## src/rtl/program_executor.sv

```systemverilog
// Purpose : fetch/decode/execute engine for 18-bit switch-entered programs on an 8x8-bit register file.
// Latency : 2 cycles per instruction (FETCH then EXEC); done/fault one cycle after the ending FETCH/EXEC.
// Backpressure: none; start is a level sampled only in IDLE/DONE/FAULT and ignored while busy.
//
// Ports:
//   clock, reset        system clock, synchronous active-high reset
//   start               begin a run (level, sampled when not busy)
//   prog_bus            NUM_SLOTS x 18-bit slots, slot k = prog_bus[18*k +: 18]
//   last_index          index of last valid slot (clamped to NUM_SLOTS-1)
//   dbg_sel / dbg_data  combinational register read port
//   pc, zero, carry     program counter and ALU flags
//   busy, done, fault   run status
module program_executor #(
    parameter int NUM_SLOTS = 10,
    parameter int MAX_STEPS = 255
) (
    input  logic                      clock,
    input  logic                      reset,
    input  logic                      start,
    input  logic [18*NUM_SLOTS-1:0]   prog_bus,
    input  logic [3:0]                last_index,
    input  logic [2:0]                dbg_sel,
    output logic [7:0]                dbg_data,
    output logic [3:0]                pc,
    output logic                      zero,
    output logic                      carry,
    output logic                      busy,
    output logic                      done,
    output logic                      fault
);

    localparam int              SW         = $clog2(MAX_STEPS + 1);
    localparam logic [4:0]      SLOTS      = 5'(NUM_SLOTS);
    localparam logic [SW-1:0]   STEP_LIMIT = SW'(MAX_STEPS);
    localparam logic [SW-1:0]   STEP_ONE   = SW'(1);

    typedef enum logic [2:0] {
        S_IDLE,
        S_FETCH,
        S_EXEC,
        S_DONE,
        S_FAULT
    } state_t;

    state_t          state, state_nxt;
    logic [17:0]     ir, ir_nxt;
    logic [3:0]      pc_nxt;
    logic            zero_nxt, carry_nxt;
    logic [SW-1:0]   steps, steps_nxt;
    logic [7:0]      regs [8];

    logic            reg_we;
    logic [2:0]      reg_wa;
    logic [7:0]      reg_wd;

    logic [3:0]      op;
    logic [2:0]      rd, rs;
    logic [7:0]      imm;
    logic [7:0]      a, b;
    logic [8:0]      alu;
    logic            flags_upd, jump, halt;
    logic [17:0]     slot;
    logic [4:0]      eff_last;

    assign op  = ir[17:14];
    assign rd  = ir[13:11];
    assign rs  = ir[10:8];
    assign imm = ir[7:0];

    // Both operands are read before the write-back, so rd==rs ops see pre-EXEC values.
    assign a = regs[rd];
    assign b = regs[rs];

    // Slot mux written as a compare chain so an out-of-range pc never indexes past the bus.
    always_comb begin
        slot = '0;
        for (int k = 0; k < NUM_SLOTS; k++) begin
            if (pc == 4'(k)) begin
                slot = prog_bus[18*k +: 18];
            end
        end
    end

    // A last_index beyond the populated slots is clamped to the final slot.
    always_comb begin
        if ({1'b0, last_index} >= SLOTS) begin
            eff_last = SLOTS - 5'd1;
        end else begin
            eff_last = {1'b0, last_index};
        end
    end

    always_comb begin
        state_nxt = state;
        pc_nxt    = pc;
        ir_nxt    = ir;
        zero_nxt  = zero;
        carry_nxt = carry;
        steps_nxt = steps;
        reg_we    = 1'b0;
        reg_wa    = rd;
        reg_wd    = '0;
        alu       = '0;
        flags_upd = 1'b0;
        jump      = 1'b0;
        halt      = 1'b0;

        case (state)
            S_IDLE, S_DONE, S_FAULT: begin
                if (start) begin
                    state_nxt = S_FETCH;
                    pc_nxt    = '0;
                    zero_nxt  = 1'b0;
                    carry_nxt = 1'b0;
                    steps_nxt = '0;
                end
            end

            S_FETCH: begin
                // Running off the end of the program is a normal completion.
                if ({1'b0, pc} > eff_last) begin
                    state_nxt = S_DONE;
                end else begin
                    ir_nxt    = slot;
                    state_nxt = S_EXEC;
                end
            end

            S_EXEC: begin
                steps_nxt = steps + STEP_ONE;
                pc_nxt    = pc + 4'd1;
                state_nxt = S_FETCH;

                case (op)
                    4'd1: begin reg_we = 1'b1; reg_wd = imm; end
                    4'd2: begin reg_we = 1'b1; reg_wd = b;   end
                    4'd3: begin alu = {1'b0, a} + {1'b0, b};   flags_upd = 1'b1; end
                    // Borrow shows up in bit 8 of the 9-bit difference.
                    4'd4: begin alu = {1'b0, a} - {1'b0, b};   flags_upd = 1'b1; end
                    4'd5: begin alu = {1'b0, a & b};           flags_upd = 1'b1; end
                    4'd6: begin alu = {1'b0, a | b};           flags_upd = 1'b1; end
                    4'd7: begin alu = {1'b0, a ^ b};           flags_upd = 1'b1; end
                    4'd8: begin alu = {1'b0, a} + {1'b0, imm}; flags_upd = 1'b1; end
                    4'd9:  jump = 1'b1;
                    4'd10: jump = (a == 8'd0);
                    4'd11: halt = 1'b1;
                    default: ;
                endcase

                if (flags_upd) begin
                    reg_we    = 1'b1;
                    reg_wd    = alu[7:0];
                    zero_nxt  = (alu[7:0] == 8'd0);
                    carry_nxt = alu[8];
                end

                if (halt) begin
                    state_nxt = S_DONE;
                    pc_nxt    = pc;
                end else if (jump && ({1'b0, imm[3:0]} >= SLOTS)) begin
                    // Leave pc on the offending jump so it can be read off the LEDs.
                    state_nxt = S_FAULT;
                    pc_nxt    = pc;
                end else begin
                    if (jump) begin
                        pc_nxt = imm[3:0];
                    end
                    if (steps_nxt >= STEP_LIMIT) begin
                        state_nxt = S_FAULT;
                    end
                end
            end

            default: state_nxt = S_IDLE;
        endcase
    end

    always_ff @(posedge clock) begin
        if (reset) begin
            state <= S_IDLE;
        end else begin
            state <= state_nxt;
        end
    end

    always_ff @(posedge clock) begin
        if (reset) begin
            pc    <= '0;
            ir    <= '0;
            zero  <= 1'b0;
            carry <= 1'b0;
            steps <= '0;
            for (int i = 0; i < 8; i++) begin
                regs[i] <= '0;
            end
        end else begin
            pc    <= pc_nxt;
            ir    <= ir_nxt;
            zero  <= zero_nxt;
            carry <= carry_nxt;
            steps <= steps_nxt;
            if (reg_we) begin
                regs[reg_wa] <= reg_wd;
            end
        end
    end

    assign dbg_data = regs[dbg_sel];
    assign busy     = (state == S_FETCH) || (state == S_EXEC);
    assign done     = (state == S_DONE);
    assign fault    = (state == S_FAULT);

endmodule

```

## config.mk

```make
export PLATFORM = sky130hd
export DESIGN_NAME = program_executor
export DESIGN_NICKNAME = d
export VERILOG_FILES = /design/src/rtl/program_executor.sv
export SDC_FILE = /design/constraint.sdc
export NUM_CORES = 1
export LEC_CHECK = 0
export CAP_MARGIN = 20
export CORE_ASPECT_RATIO = 1.75
export CORE_MARGIN = 2
export CORE_UTILIZATION = 51
export CTS_BUF_LIST = sky130_fd_sc_hd__clkbuf_16
export DETAILED_ROUTE_END_ITERATION = 12
export HOLD_SLACK_MARGIN = 0.03
export PLACE_DENSITY = 0.82
export SYNTH_ARGS = -nofsm -noshare
export SYNTH_HDL_FRONTEND = slang
export SYNTH_SLANG_ARGS = --single-unit
```

## constraint.sdc

```tcl
create_clock -name clock -period 9.2 [get_ports clock]
set_input_delay 2.76 -clock clock [delete_from_list [all_inputs] [get_ports clock]]
set_output_delay 2.76 -clock clock [all_outputs]
set_load 0.02 [all_outputs]
```

==> results by group <==
Synth
  • Mapped Area: roughly 0.0083 sq mm
  • #FFs+latches synth: between 100 and 150
  • Synth cell types: 65
  • Mean Syn Cell Area: 9.309 sq um
  • YS warnings: 0
  • Post-synth EDFFs: between 60 and 70
  • Mapped Cells: just under 900
  • FFs w/ async S/R, synth: 0%
  • Seq/Total Area, Yosys: ~33%
  • Predominant post-synthesis flop cell: edfxtp_1
  • Net count after synthesis: around 1100

Power
  • Highest ir drop seen on vdd: ~0.000097 V
  • Power, Total: about 1.6 mW
  • Pwr Density: roughly 150 mW/mm^2
  • Lkg Pwr: 3.812 nW

Worst setup path
  • Crit end category: output pin
  • Crit path kind: input pin to output pin
  • Worst Path Max Fanout: 16
  • CP bufs+invs: 2
  • Most frequent CP cell: clkdlybuf4s50_1
  • Critical Path Source Type: input pin
  • Critical Path AT: approximately 4.9 ns
  • CP top delay family: buffers and inverters
  • Slowest cell on crit path: clkdlybuf4s50_1
  • Req. time, crit path: between 6 and 7 ns
  • Crit-path cells: clkdlybuf4s50_1 -> mux4_2 -> mux2_2 -> clkdlybuf4s50_1
  • Crit-path max cell delay: ~0.93 ns

Clock tree
  • CTS max path bufs: 2
  • Skew-Pair Late Insertion Delay: ~0.35 ns
  • Total CTS buffers: 9
  • # resized after CTS: 0
  • H-Tree Level Count: 3
  • Clock Pin Slew Worst Setup and Hold Paths: 0.08 ns
  • Clk root buf: clkbuf_16
  • TritonCTS clock tree: yes
  • Postcts setup bufs: 0
  • Post-CTS Hold Buffers: 0
  • CTS Sinks: between 100 and 150

Cells and area
  • Fin util: about two thirds
  • Storage element area: roughly 0.0027 sq mm
  • Area grow syn2layout: 29.99%
  • Commonest cells after routing, fill and taps aside: clkdlybuf4s50_1 (206), nor2_1 (135), edfxtp_1 (64)
  • Multi-input gate area: 0.005210 sq mm
  • Layout Cells excl Fill: 1251
  • Commonest non-fill, non-tap cell in the layout: clkdlybuf4s50_1
  • Fillcell total: ~1300
  • Proportion of layout cells with a drive suffix above 1: 8.962%
  • Final instance area: between 0.01 and 0.015 sq mm
  • NumNets Final: ~1300

STA
  • Min cycle time layout: around 7.7 ns
  • Slew HR: between 30% and 40%
  • Post-Route Setup TNS: 0 ns
  • Fin. Hold Viols: 0
  • Tcrit/Tclk final: 83.56%
  • FMAX: 0.1301 GHz
  • RSZ-0062 raised after global routing: no
  • Final setup fails: 0
  • Tightest Pin Transition: roughly 0.96 ns
  • Max Slew Vio Count: 0
  • Skew final: 0.009495 ns

Die
  • Ports: between 200 and 250
  • Chip Width: 100.4 microns
  • CORE AREA: about 0.016 sq mm
  • Initial Utilization: 52.19%
  • DIE AREA: between 0.015 and 0.02 sq mm
  • DIE HEIGHT: approximately 170 microns
  • Std cell rows: between 60 and 70

Outcome
  • Outcome: finished, final reports clean

GRT
  • Largest net degree at the start of global routing: 36
  • Global Route Usage Sum: approximately 33%
  • Initial antenna violation count: 0
  • First-pass GRT wire length: about 44000 microns
  • Grt ovf: 0
  • Vias in the first global route: roughly 8300

Detailed routing
  • DRT iter0 DRCs: between 800 and 900
  • First-pass detailed-route iteration total: 6
  • Vias/cell: roughly 6.6
  • DR DRC count: 0
  • Final ANT Viol Nets: 0
  • Final wirelength: between 20000 and 30000 microns
  • Via Count: 8234
  • WL/cell: between 20 and 25 microns

Min path
  • Tightest Hold Check Type: flop to flop

Placed design
  • Placed Instances: around 1200
  • Port Buf Inserts: just over 200
  • Cell area after placement: ~0.010 sq mm
  • Gpl congestion: 0.9716
  • Dpl hpwl: ~23000 microns

Run
  • MaxCap Viol Count: 0
[final cells by class]
type / instances / share of cell area [%]
multi-input combinational: 695 / 48.37
sequential: 105 / 25.46
timing repair buffer: 218 / 20.17
tap: 189 / 2.196
clock buffer: 9 / 2.091
inverter: 26 / 0.9061
clock inverter: 7 / 0.7551
antenna: 2 / 0.04647
[power breakdown]
part           leakage [nW]  switching (mW)  internal, mW
logic                  2.66           0.353         0.328
registers             0.995          0.0475         0.525
clock network         0.152           0.190         0.195
[worst reg2reg max path: stages, from the launching register on]
cell	delay [ns]
dfxtp_1	0.65
buf_16	0.22
mux4_2	0.51
mux2i_1	0.54
ha_1	0.34
a22oi_1	0.15
o21ai_0	0.18
fa_1	0.50
a211oi_1	0.26
o21bai_1	0.11
a21oi_1	0.25
xor2_1	0.17
o22ai_1	0.13
a22oi_1	0.66
nor2_1	0.09
[layer usage]
layer  share of wire [%]  GRT usage (%)  vias to the layer above
met5                   0              0                        -
met4                 5.7          17.87                        0
met3                 7.3          4.204                       93
met2                  54          59.12                      480
met1                  33          35.62                     3898
li1                    -              -                     3763
[final timing paths]
| check | slack, ns | from | depth (start not counted) | to |
|---|---|---|---|---|
| worst max-delay path | 1.51 | dbg_sel[1] | 4 | dbg_data[0] |
| worst min-delay path | 0.48 | steps[7] | 1 | steps[7] |
| worst max register to register | 4.13 | flop | 14 | regs[4][6] |
| worst min register to register | 0.48 | steps[7] | 1 | steps[7] |
[cells in the mapped netlist (34+ instances only)]
cell type / number / share of area [%]
nand2_1: 56 / 2.5
nor2_1: 135 / 6.1
dfxtp_1: 41 / 9.9
o22ai_1: 43 / 3.2
o21ai_0: 46 / 2.8
ha_1: 34 / 5.1
a221oi_1: 34 / 3.6
mux4_2: 42 / 11
clkbuf_1: 48 / 2.2
nor3_1: 47 / 2.8
mux2i_1: 34 / 4.1
edfxtp_1: 64 / 23
[kinds of logic (layout without fill, tap and decap cells)]
group | count (synthesis) | count (layout) | share of synthesized area (%)
other | 0 | 2 | 0
AO/OA/AOI/OAI | 238 | 238 | 20.24
buffers and inverters | 90 | 260 | 4.304
flip-flops | 105 | 105 | 33.10
adder cells (fa/ha/maj) | 35 | 35 | 5.376
AND/OR/NAND/NOR | 317 | 317 | 17.67
multiplexers | 87 | 87 | 17.41
XOR/XNOR | 18 | 18 | 1.903
[per-stage QoR]
step	hold WS, ns	worst slack (ns)
final	0.4838	1.512
after detailed placement	0.4783	1.514
after global routing	0.5229	1.399
after floorplan	0.4375	1.878
after global placement	0.4649	1.556
after CTS	0.4877	1.511
[flip-flops by register name, indices dropped and copies added, names as in the netlist, named ones only]
name / count
steps: 8
state: 3
carry: 1
ir: 18
pc: 4
regs: 64
zero: 1
Note: power is estimated with default switching activity, not from simulation.
